--- config.mk ---
export PLATFORM = sky130hd
export DESIGN_NAME = fetch_seq_flat
export DESIGN_NICKNAME = d
export VERILOG_FILES = /design/src/rtl/fetch_seq_if.sv /design/src/rtl/fetch_seq.sv /design/src/flat_wrapper.sv
export SDC_FILE = /design/constraint.sdc
export NUM_CORES = 1
export LEC_CHECK = 0
export CAP_MARGIN = 5
export CORE_ASPECT_RATIO = 0.7
export CORE_MARGIN = 3
export CORE_UTILIZATION = 35
export CTS_BUF_LIST = sky130_fd_sc_hd__clkbuf_16
export CTS_CLUSTER_DIAMETER = 50
export CTS_CLUSTER_SIZE = 20
export DETAILED_ROUTE_END_ITERATION = 10
export PLACE_DENSITY = 0.73
export SLEW_MARGIN = 15
export SYNTH_ARGS = -nofsm -noshare
export SYNTH_HDL_FRONTEND = slang
export SYNTH_SLANG_ARGS = --single-unit
--- constraint.sdc ---
create_clock -name clk -period 1.65 [get_ports clk]
set_input_delay 0.165 -clock clk [delete_from_list [all_inputs] [get_ports clk]]
set_output_delay 0.165 -clock clk [all_outputs]
set_load 0.01 [all_outputs]
--- src/rtl/fetch_seq_if.sv ---
// Bus between the fetch sequencer, the PC register and instruction memory.
// The sequencer uses the master side; the environment uses the slave side.
interface fetch_seq_if;
    logic       run;
    logic [3:0] PC_out;
    logic       zero;
    logic       mem_ack;
    logic [7:0] mem_data;
    logic       PCload;
    logic [3:0] PC_in;
    logic       mem_req;
    logic [3:0] mem_addr;
    logic [7:0] IR;
    logic       halted;
    logic       err;

    modport master (
        input  run, PC_out, zero, mem_ack, mem_data,
        output PCload, PC_in, mem_req, mem_addr, IR, halted, err
    );

    modport slave (
        output run, PC_out, zero, mem_ack, mem_data,
        input  PCload, PC_in, mem_req, mem_addr, IR, halted, err
    );
endinterface

--- src/rtl/fetch_seq.sv ---
// Instruction fetch sequencer: fetches a word, decodes SEQ/JMP/BZ/HALT,
// strobes the next PC into the PC register, and traps on fetch timeout.
module fetch_seq #(
    parameter int MAX_WAIT = 7
) (
    input  logic          clk,
    input  logic          reset,
    fetch_seq_if.master   bus
);

    typedef enum logic [2:0] {
        S_IDLE,
        S_FETCH,
        S_UPDATE,
        S_HALT,
        S_ERR
    } state_t;

    localparam logic [1:0] OP_SEQ  = 2'b00;
    localparam logic [1:0] OP_JMP  = 2'b01;
    localparam logic [1:0] OP_BZ   = 2'b10;
    localparam logic [1:0] OP_HALT = 2'b11;

    state_t     r_state;
    logic [3:0] r_wait;
    logic       r_pcload;
    logic [3:0] r_pc_in;
    logic       r_mem_req;
    logic [7:0] r_ir;
    logic       r_halted;
    logic       r_err;

    logic [3:0] w_wait_inc;
    logic [1:0] w_op;
    logic [3:0] w_target;

    function automatic logic [3:0] next_pc(
        input logic [3:0] pc,
        input logic [1:0] op,
        input logic [3:0] target,
        input logic       z
    );
        logic [3:0] seq_pc;
        seq_pc = pc + 4'd1;
        case (op)
            OP_JMP:  next_pc = target;
            OP_BZ:   next_pc = z ? target : seq_pc;
            default: next_pc = seq_pc;
        endcase
    endfunction

    assign w_wait_inc = r_wait + 4'd1;
    assign w_op       = bus.mem_data[7:6];
    assign w_target   = bus.mem_data[3:0];

    // Memory is addressed straight from the live program counter.
    assign bus.mem_addr = bus.PC_out;
    assign bus.PCload   = r_pcload;
    assign bus.PC_in    = r_pc_in;
    assign bus.mem_req  = r_mem_req;
    assign bus.IR       = r_ir;
    assign bus.halted   = r_halted;
    assign bus.err      = r_err;

    always_ff @(posedge clk) begin
        if (reset) begin
            r_state   <= S_IDLE;
            r_wait    <= 4'd0;
            r_pcload  <= 1'b0;
            r_pc_in   <= 4'd0;
            r_mem_req <= 1'b0;
            r_ir      <= 8'd0;
            r_halted  <= 1'b0;
            r_err     <= 1'b0;
        end else begin
            case (r_state)
                S_IDLE: begin
                    if (bus.run) begin
                        r_state   <= S_FETCH;
                        r_mem_req <= 1'b1;
                        r_wait    <= 4'd0;
                    end
                end
                S_FETCH: begin
                    // An ack arriving on the timeout edge wins over the timeout.
                    if (bus.mem_ack) begin
                        r_ir      <= bus.mem_data;
                        r_wait    <= 4'd0;
                        r_mem_req <= 1'b0;
                        if (w_op == OP_HALT) begin
                            r_state  <= S_HALT;
                            r_halted <= 1'b1;
                        end else begin
                            r_pc_in  <= next_pc(bus.PC_out, w_op, w_target, bus.zero);
                            r_pcload <= 1'b1;
                            r_state  <= S_UPDATE;
                        end
                    end else if (w_wait_inc == 4'(MAX_WAIT)) begin
                        r_wait    <= w_wait_inc;
                        r_mem_req <= 1'b0;
                        r_err     <= 1'b1;
                        r_state   <= S_ERR;
                    end else begin
                        r_wait <= w_wait_inc;
                    end
                end
                S_UPDATE: begin
                    r_pcload <= 1'b0;
                    if (bus.run) begin
                        r_state   <= S_FETCH;
                        r_mem_req <= 1'b1;
                    end else begin
                        r_state <= S_IDLE;
                    end
                end
                S_HALT, S_ERR: begin
                    r_state <= r_state;
                end
                default: begin
                    r_state   <= S_IDLE;
                    r_pcload  <= 1'b0;
                    r_mem_req <= 1'b0;
                end
            endcase
        end
    end

endmodule

--- src/flat_wrapper.sv ---
// flat-port wrapper written by rule: the top's interface ports become plain ports
module fetch_seq_flat 
#(
    parameter int MAX_WAIT = 7
)
  (clk, reset, bus_run, bus_PC_out, bus_zero, bus_mem_ack, bus_mem_data, bus_PCload, bus_PC_in, bus_mem_req, bus_mem_addr, bus_IR, bus_halted, bus_err);
  fetch_seq_if bus_i ();
  input  logic clk;
  input  logic reset;
  input wire logic [$bits(bus_i.run)-1:0] bus_run;
  input wire logic [$bits(bus_i.PC_out)-1:0] bus_PC_out;
  input wire logic [$bits(bus_i.zero)-1:0] bus_zero;
  input wire logic [$bits(bus_i.mem_ack)-1:0] bus_mem_ack;
  input wire logic [$bits(bus_i.mem_data)-1:0] bus_mem_data;
  output wire logic [$bits(bus_i.PCload)-1:0] bus_PCload;
  output wire logic [$bits(bus_i.PC_in)-1:0] bus_PC_in;
  output wire logic [$bits(bus_i.mem_req)-1:0] bus_mem_req;
  output wire logic [$bits(bus_i.mem_addr)-1:0] bus_mem_addr;
  output wire logic [$bits(bus_i.IR)-1:0] bus_IR;
  output wire logic [$bits(bus_i.halted)-1:0] bus_halted;
  output wire logic [$bits(bus_i.err)-1:0] bus_err;
  assign bus_i.run = bus_run;
  assign bus_i.PC_out = bus_PC_out;
  assign bus_i.zero = bus_zero;
  assign bus_i.mem_ack = bus_mem_ack;
  assign bus_i.mem_data = bus_mem_data;
  assign bus_PCload = bus_i.PCload;
  assign bus_PC_in = bus_i.PC_in;
  assign bus_mem_req = bus_i.mem_req;
  assign bus_mem_addr = bus_i.mem_addr;
  assign bus_IR = bus_i.IR;
  assign bus_halted = bus_i.halted;
  assign bus_err = bus_i.err;
  fetch_seq #(.MAX_WAIT(MAX_WAIT)) u_core (.clk(clk), .reset(reset), .bus(bus_i));
endmodule
==> metrics.txt <==
Synth Warn # 0; final wirelength 3150 µm; Post-CTS Setup Repair Bufs 0; Post-synth top cells 23 x a21oi_1, 23 x dfxtp_1, 23 x nor2_1, 20 x nand2_1, 8 x inv_1; CP max stage cell or4_4; Hold Path Origin u_core.bus.err$_SDFFE_PP0P_; ratio of cells with drive above 1 in the final layout 0.155; synth top area cells dfxtp_1 39%, a21oi_1 9.7%, nor2_1 7.3%; Max-Cap Viols 0; Final GP Congestion 0.903; setup repair after global routing missed its margin true; clock root buffer clkbuf_16; synthesized area 1180 µm²; Top Ports 37; Via density 5.05; largest net degree at the start of global routing 17; CP startpoint u_core.r_wait[0]$_SDFFE_PP0P_; drc violations 0; crit path max fanout 3; worst ir drop on vdd 0.353 mV; clk sinks 23; status finished with violations; CTS Buf Count 3; failing checks setup timing; core box area 3000 µm²; DRT Pass-1 Iters 4; syn nets 175; Detailed Place HPWL 2390 µm; Clock Skews 0.00320 ns; CTS tree done; worst path cell trace ha_2, nor2b_1, o31a_1, or4_4, a311oi_2; CTS resizes 2; post-route ant nets 0; Die Ht 54.6 µm; clk_lat worst skew 0.26 ns; Max Freq 578 MHz; port buffer count 36; Async S/R FF share, synth 0; Worst-path clk slew 0.06 ns; vias in the first global route 1122; Layout Area Growth over Synthesis 50.4%; Least-Margin Pin Slew 0.382 ns; Overall Global Routing Usage 0.172; DR vias 1192; worst hold stages 2; # rows 16; first-pass GRT wire length 5250 µm; synthesized instance count 152; CP endpoint kind flop; Mapped Avg Cell Area 7.78 µm²; slew margin rel. 0.744; Initial Util 0.394; Worst EP arrival 1.89 ns; Final Cycle Share 1.05; clock tree buffer depth 2; initial antenna violation count 0; Reg2Reg Depth 5; filler cell count 265; hold_buf cts 0; Worst EP required 1.81 ns; Worst Setup Start Kind flop; DRT iter0 DRCs 105; Die Width 75.5 µm; ANT cells 0; synth unique cells 32; Final setup viols 1; pwr dens 788 nW/µm²; register bit total from synthesis 23; min cycle time layout 1.73 ns; type of the worst min-delay path flop to flop; Fin Setup TNS -0.0787 ns; Post-synth EDFFs 0; min setup slack post-route -0.0787 ns; Layout Nets 224; CP Class flop to flop; Top FF cell, synth dfxtp_1; max-slew violation count 0; Synth top area share 0.389; register area share after synthesis 0.389; placed cell count 232; Synth area leader dfxtp_1; leakage 0.688 nW; reg-to-reg startpoint u_core.r_wait[0]$_SDFFE_PP0P_; Die ar. 4120 µm²; Clock H-tree levels 1; global route overflow 0; Slowest Stage Delay on Critical Path 0.49 ns; Non-Filler Instances 236; WL/cell 13.3 µm; final hold violations 0
[final timing paths]
| check | end | slack, ns |
|---|---|---|
| worst max-delay path | u_core.bus.mem_req$_SDFFE_PP0P_ | -0.08 |
| worst min-delay path | u_core.bus.err$_SDFFE_PP0P_ | 0.45 |
| worst max register to register | u_core.bus.mem_req$_SDFFE_PP0P_ | -0.08 |
| worst min register to register | u_core.bus.err$_SDFFE_PP0P_ | 0.45 |
[critical path: cells and delay by family (launching register included)]
kind / cells / cell delay [ns]
flip-flops: 1 / 0.33
AO/OA/AOI/OAI: 2 / 0.51
adder cells (fa/ha/maj): 1 / 0.17
AND/OR/NAND/NOR: 2 / 0.63
[logic make-up after synthesis]
kind of cell / Yosys count / share of synthesized area
xor+xnor: 2 / 0.0148
simple gates: 64 / 0.263
flops: 23 / 0.389
fa+ha+maj: 6 / 0.0635
compound gates: 39 / 0.197
buf+inv: 18 / 0.0720
[power by group]
part           switching, mW  leakage (nW)  total, mW  internal, mW
combinational          0.129         0.458      0.283         0.154
sequential            0.0162         0.188      0.596         0.580
clock                  0.199        0.0423      0.523         0.324
total                  0.344         0.688       1.40          1.06
[cell type report]
cell class                 count  area [µm²]  area share
clock inverter                 1        3.75     0.00211
sequential                    23         463       0.260
inverter                       8        30.0      0.0169
clock buffer                   3        75.1      0.0422
timing repair buffer          54         508       0.286
multi-input combinational    111         653       0.367
tap                           36        45.0      0.0253
[metrics by stage]
stage          utilization  power (mW)  setup WS (ns)  area, µm²  hold WS (ns)
4_1_cts              0.591        1.41        -0.0609       1770         0.452
6_report             0.592        1.40        -0.0787       1780         0.452
5_1_grt              0.592        1.46         -0.173       1780         0.470
2_1_floorplan            -       0.738        0.00521       1190         0.255
3_5_place_dp         0.561       0.882         -0.115       1690         0.448
3_3_place_gp         0.561       0.875        -0.0700       1690         0.443
[cell usage in the layout, fill, tap and decap left out, drive strengths merged, types with 4 or more instances in the layout]
master / instances
a21oi: 23
nor2: 24
nor3: 4
or3: 4
clkdlybuf4s50: 36
inv: 9
nand2: 20
buf: 18
dfxtp: 23
ha: 6
a211oi: 7
[registers in the layout, summed over array words and instances, names as in the netlist]
| name | flops |
|---|---|
| u_core.bus.err | 1 |
| u_core.r_wait | 4 |
| u_core.bus.mem_req | 1 |
| u_core.r_state | 3 |
| u_core.bus.PC_in | 4 |
| u_core.bus.IR | 8 |
| u_core.bus.PCload | 1 |
| u_core.bus.halted | 1 |
[layer usage]
layer	vias to the layer above	wire length, µm	GRT usage	part of all wire
met3	5	165	0.0459	0.052
met2	37	1450	0.279	0.46
met4	0	42	0.0349	0.013
met5	-	0	0	0
li1	612	-	-	-
met1	538	1490	0.231	0.47
(Power assumes the default switching activity.)
